==> src/rtl/mips_regfile.sv <==
// 32 x 32-bit MIPS register file: one synchronous write port, two combinational read ports, R0 hardwired to zero.
// Optional macro REGFILE_BYPASS_EN forwards the in-flight write data to a matching read port.
module mips_regfile #(
    parameter int DATA_W = 32,
    parameter int ADDR_W = 5
) (
    input  logic              clk,
    input  logic              reset,
    input  logic [ADDR_W-1:0] wr_num,
    input  logic [DATA_W-1:0] wr_data,
    input  logic              wr_en,
    input  logic [ADDR_W-1:0] rd0_num,
    output logic [DATA_W-1:0] rd0_data,
    input  logic [ADDR_W-1:0] rd1_num,
    output logic [DATA_W-1:0] rd1_data
);

    localparam int DEPTH = 2 ** ADDR_W;

    logic [DATA_W-1:0] regs [DEPTH];
    logic              wr_live;

    // A write to R0 is dropped here, so regs[0] never leaves zero.
    assign wr_live = wr_en && (wr_num != '0);

    // NOTE: the whole array sits on the async reset because the core expects every register to read 0 after reset; this keeps it in flops rather than RAM macros.
    always_ff @(posedge clk or negedge reset) begin
        if (!reset) begin
            for (int i = 0; i < DEPTH; i++) begin
                regs[i] <= '0;
            end
        end else if (wr_live) begin
            // NOTE: non-blocking so every read in this cycle still sees the pre-edge contents.
            regs[wr_num] <= wr_data;
        end
    end

`ifdef REGFILE_BYPASS_EN
    logic fwd0;
    logic fwd1;

    assign fwd0 = reset && wr_live && (rd0_num == wr_num);
    assign fwd1 = reset && wr_live && (rd1_num == wr_num);

    always_comb begin
        rd0_data = '0;
        rd1_data = '0;
        if (rd0_num != '0) begin
            rd0_data = fwd0 ? wr_data : regs[rd0_num];
        end
        if (rd1_num != '0) begin
            rd1_data = fwd1 ? wr_data : regs[rd1_num];
        end
    end
`else
    // NOTE: every output gets a default first so no path through the block can infer a latch.
    always_comb begin
        rd0_data = '0;
        rd1_data = '0;
        if (rd0_num != '0) begin
            rd0_data = regs[rd0_num];
        end
        if (rd1_num != '0) begin
            rd1_data = regs[rd1_num];
        end
    end
`endif

endmodule

==> config.mk <==
export PLATFORM = sky130hd
export DESIGN_NAME = mips_regfile
export DESIGN_NICKNAME = d
export VERILOG_FILES = /design/src/rtl/mips_regfile.sv
export SDC_FILE = /design/constraint.sdc
export NUM_CORES = 2
export LEC_CHECK = 0
export BUFFER_PORTS_ARGS = -buffer_cell sky130_fd_sc_hd__buf_2
export CORE_MARGIN = 2
export CORE_UTILIZATION = 57
export DETAILED_ROUTE_END_ITERATION = 7
export HOLD_SLACK_MARGIN = 0.03
export PLACE_DENSITY = 0.8
export SLEW_MARGIN = 20
export SYNTH_ARGS = -nofsm -noshare
export SYNTH_HDL_FRONTEND = slang
export SYNTH_SLANG_ARGS = --single-unit
==> constraint.sdc <==
create_clock -name clk -period 2.3 [get_ports clk]
set_input_delay 0.46 -clock clk [delete_from_list [all_inputs] [get_ports clk]]
set_output_delay 0.46 -clock clk [all_outputs]
set_load 0.03 [all_outputs]
Word-level counts from Yosys, hierarchy flattened
Index checks and enable logic that the tools add are counted.
W data, S select, Z words.
Cells by class
  add/sub/neg operators: 0
  multipliers: 0
  div/mod/pow operators: 0
  order comparisons: 4
  equal/unequal tests: 0
  shift-type cells: 0
  muxes and demuxes: 11
  bitwise logic cells: 3
  reductions and logical operators: 5
Operators by type and width (number)
  $bwmux W1024: 1
  $bmux W32 S5: 2
  $mux W32: 7
  $demux W32 S5: 1
  $ge A6 B6 Y1 const B: 3
  $not A5 Y6: 3
  $reduce_bool A5 Y1: 3
  $lt A6 B1 Y1 const B: 1
  $logic_and A1 B1 Y1: 2
Word-level totals
  register bits: 1024
  bits in latches: 0
  RAM bits: 0
  bits in read-only memories: 0
  output and inout port bits: 64
  logic and storage cells: 55
  memories: 0

Depth between registers and ports, before layout
  depth after elaboration: 6
  gate-level depth with buffers: 7

Worst setup path after synthesis
OpenSTA, ideal clock, no wires.
  kind: input to output
  start point: input port rd1_num[0]
  end point: output port rd1_data[11]
  arrival time: 2.360 ns
  required time: 1.840 ns
  path slack: -0.520 ns
  stages: 7
  path through: buf_2 -> inv_1 -> buf_2 -> buf_2 -> clkbuf_1 -> o2111ai_1 -> a311oi_1
On the way
  word-level cells in the longest chain between the ends: 5
  elaborated cells between the ends (all ways): 6
Ends and longest elaborated chain
  start: declaration: RTL line 14  | input logic [ADDR_W-1:0] rd1_num,
  $not A5 Y6 (not written as such): RTL line 64  | rd1_data = regs[rd1_num];
  $bmux W32 S5: RTL line 64
  $mux W32 (not written as such) (2 in series): RTL line 64
  $mux W32 *: RTL line 63  | if (rd1_num != '0) begin
  end: declaration: RTL line 15  | output logic [DATA_W-1:0] rd1_data
Every way passes the cells marked *; elsewhere a longest branch is shown, timed or not. The select of a mux whose other input is x is not followed.

Final worst setup path
  start point: register regs[419] (netlist bit)
  end point: output port rd1_data[3]
On the way
  word-level cells in the longest chain between the ends: 4
Ends and longest elaborated chain
  start: declaration: RTL line 20  | logic [DATA_W-1:0] regs [DEPTH];
  start signal: indexed assignment: RTL line 34  | regs[wr_num] <= wr_data;
  $bmux W32 S5: RTL line 64
  $mux W32 (not written as such) (2 in series): RTL line 64
  $mux W32: RTL line 63
Every way passes these cells. The select of a mux whose other input is x is not followed.

==> key figures <==
CTS
  – Clock Latency Late Sink: 710 ps
  – Number of clock sinks: 1,024
  – Clock tree buffer depth: 3
  – Total CTS buffers: 108
  – TritonCTS clock tree: done
  – Clock slew seen by the registers of the worst setup and hold paths: 60 ps
  – Clk Tree Root Cell: clkbuf_16
  – # H-tree levels: 3

Drt
  – DRT met1 WL: 67,700 µm
  – DR iter-0 viols: 4,226
  – Detail Route Antenna Nets: 0
  – Routed wl met3: 19,500 µm
  – Wire per inst: 34.0 µm
  – Metal2 WL: 82,500 µm
  – Vias: 38,000
  – Drt drc: 0
  – Vias per std cell: 7.14
  – Routed WL: 181,000 µm
  – Drt pass-1 iters: 5
  – Top sig layer: met5

Timing
  – Tcrit/Tclk final: 127%
  – Max-slew violations: 0
  – Setup WS post-layout: -617 ps
  – Final Hold Vio Count: 0
  – Setup Skew: 0 ps
  – Worst-margin pin slew: 762 ps
  – Max Clk Rate: 0.343 GHz
  – Relative slew slack: 49.1%
  – Setup violators final: 64
  – Post-layout min period: 2920 ps
  – WHS: 258 ps
  – RSZ-0062 raised after global routing: yes

Worst setup path
  – WP data arrival: 2460 ps
  – Required time worst endpoint: 1840 ps
  – Max FO, Critical Path: 3
  – Critical path class: flop to primary output
  – Startpoint Class: flop
  – CP endpoint kind: primary output

Synth
  – Gate Count Post-Synth: 3,621
  – Number of synthesized flops with an enable pin: 0
  – Synthesized cell area: 54,400 µm²
  – Yosys top cell area share: 47.1%
  – Area leader, netlist: dfrtp_1
  – Synth cell types: 34
  – Ys Warns: 0
  – Async set-reset flop share out of synthesis: 100%
  – Syn avg cell area: 15.0 µm²
  – Sequential share of the synthesized area: 47.1%
  – Primary FF master, synth: dfrtp_1
  – Seq cells post-synth: 1,024
  – Area contributors post-synth: dfrtp_1 (47%), mux2_2 (22%), mux4_2 (19%), mux2i_1 (2.4%), buf_2 (1.6%)
  – Syn Nets: 3,671

Placement
  – GP Congestion: 0.885
  – HPWL after DPL: 114,000 µm
  – IO buf count: 113

Pwr
  – Peak supply drop: 0.636 mV
  – Leak: 29.2 nW
  – Pwr Total: 55.8 mW
  – Pwr/cell area: 820 nW/µm²

Finish
  – Largest register FFs: 1,024
  – Nets@finish: 4,000
  – Largest Register: regs
  – Commonest cells after routing, fill and taps aside: dfrtp_1 (1,024), mux2_2 (988), mux4_2 (448), buf_4 (372), buf_12 (155)
  – Commonest non-fill, non-tap cell in the layout: dfrtp_1
  – Share of cells above drive strength 1: 65.8%
  – Register area: 25,600 µm²
  – Layout Area Growth over Synthesis: 25.2%
  – Fillcell total: 5,684
  – Area of the multi-input gates: 30,000 µm²
  – Top Registers: regs (1024)

GRT
  – Initial antenna violation count: 14
  – Global route total overflow: 0
  – Vias in the first global route: 39,500
  – GR Util All Layers: 37.1%
  – Largest net degree at the start of global routing: 91
  – First-pass GRT wire length: 266,000 µm

Job
  – Max_cap viols: 0

Min path
  – Hold WC Path Type: input port to asynchronous set/reset pin

Status
  – Status: finished with violations
  – Failing checks: negative setup slack

Floorplan
  – Die area: 97,900 µm²
  – Initial core utilization: 57.4%
  – # rows: 113
  – Die width: 313 µm
  – Core area: 94,700 µm²
  – Die height: 313 µm
  – I/O pin count: 114
## path summary, 6_finish.rpt
path                                            start               endpoint  slack [ps]  cells past startpoint
worst max-delay path            regs[419]$_DFFE_PN0P_            rd1_data[3]        -620                      5
worst min-delay path                            reset  regs[886]$_DFFE_PN0P_         260                      2
worst max register to register  regs[521]$_DFFE_PN0P_  regs[521]$_DFFE_PN0P_        1270                      3
worst min register to register  regs[995]$_DFFE_PN0P_  regs[995]$_DFFE_PN0P_         390                      0
max in group asynchronous                       reset  regs[967]$_DFFE_PN0P_        1100                      4
min in group clk                           wr_data[1]  regs[705]$_DFFE_PN0P_         380                      2
## cell type report
cell class / instances / share of cell area, %
multi-input combinational: 2163 / 44.1
sequential: 1024 / 37.7
timing repair buffer: 651 / 10.6
clock buffer: 152 / 4.60
tap: 1265 / 2.33
clock inverter: 49 / 0.732
antenna: 10 / 0.0368
inverter: 2 / 0.0184
## Yosys cell counts, types with 3 or more instances
master,count
nand2_1,49
clkbuf_1,221
a211oi_1,64
mux2_1,10
mux2i_1,128
nand2b_1,5
a22oi_1,64
nand4b_1,3
o21ai_0,101
nor3_1,3
or3_1,3
dfrtp_1,1024
buf_4,31
buf_2,172
nor2_1,19
a221oi_1,46
buf_1,7
mux4_2,448
a311oi_1,64
o21ai_1,9
mux2_2,1046
o2111ai_1,18
nor2b_1,71
## kinds of logic (layout without fill, tap and decap cells)
family	Yosys count	in the layout	share of synthesized area, %
compound gates	366	366	4.84
buf+inv	434	854	3.61
flops	1024	1024	47.1
mux	1632	1632	42.8
other cells	0	10	0
simple gates	165	165	1.61
## through the flow
step / std cells / setup TNS [ps] / utilization, % / area [µm²] / setup slack, ps
2_1_floorplan: 3621 / -1110 / - / 57200 / -31.7
3_3_place_gp: 5053 / -30630 / 66.1 / 62600 / -669
3_5_place_dp: 5053 / -30940 / 66.1 / 62600 / -686
4_1_cts: 5287 / -30140 / 71.3 / 67600 / -582
5_1_grt: 5308 / -31380 / 71.8 / 68000 / -640
6_report: 5316 / -29670 / 71.8 / 68000 / -617
## routing by layer
| metal | track usage, % | vias to the layer above |
|---|---|---|
| li1 | - | 14800 |
| met1 | 50.1 | 20300 |
| met2 | 55.6 | 2282 |
| met3 | 9.90 | 615 |
| met4 | 19.6 | 10 |
| met5 | 0 | - |
## critical path, cell delays in order (launching register included)
cell and delay [ps]:
dfrtp_1 370, mux2i_1 100, a221oi_2 370, o21ai_2 180
a311oi_4 510, buf_6 210
## report_power, final
group          internal [mW]  switching, mW  total [mW]
logic                   7.96           5.69        13.7
registers               21.4           2.72        24.2
clock network           10.4           7.60        18.0
## timing repair
item	4_1_cts	5_1_grt
buffers inserted	35	21
endpoints found under the hold margin	62	0
hold buffers	1	0
cloned	2	0
gates resized for setup	263	51
setup endpoints to repair	64	64
pin swaps	73	44
Note: power is estimated with default switching activity, not from simulation.
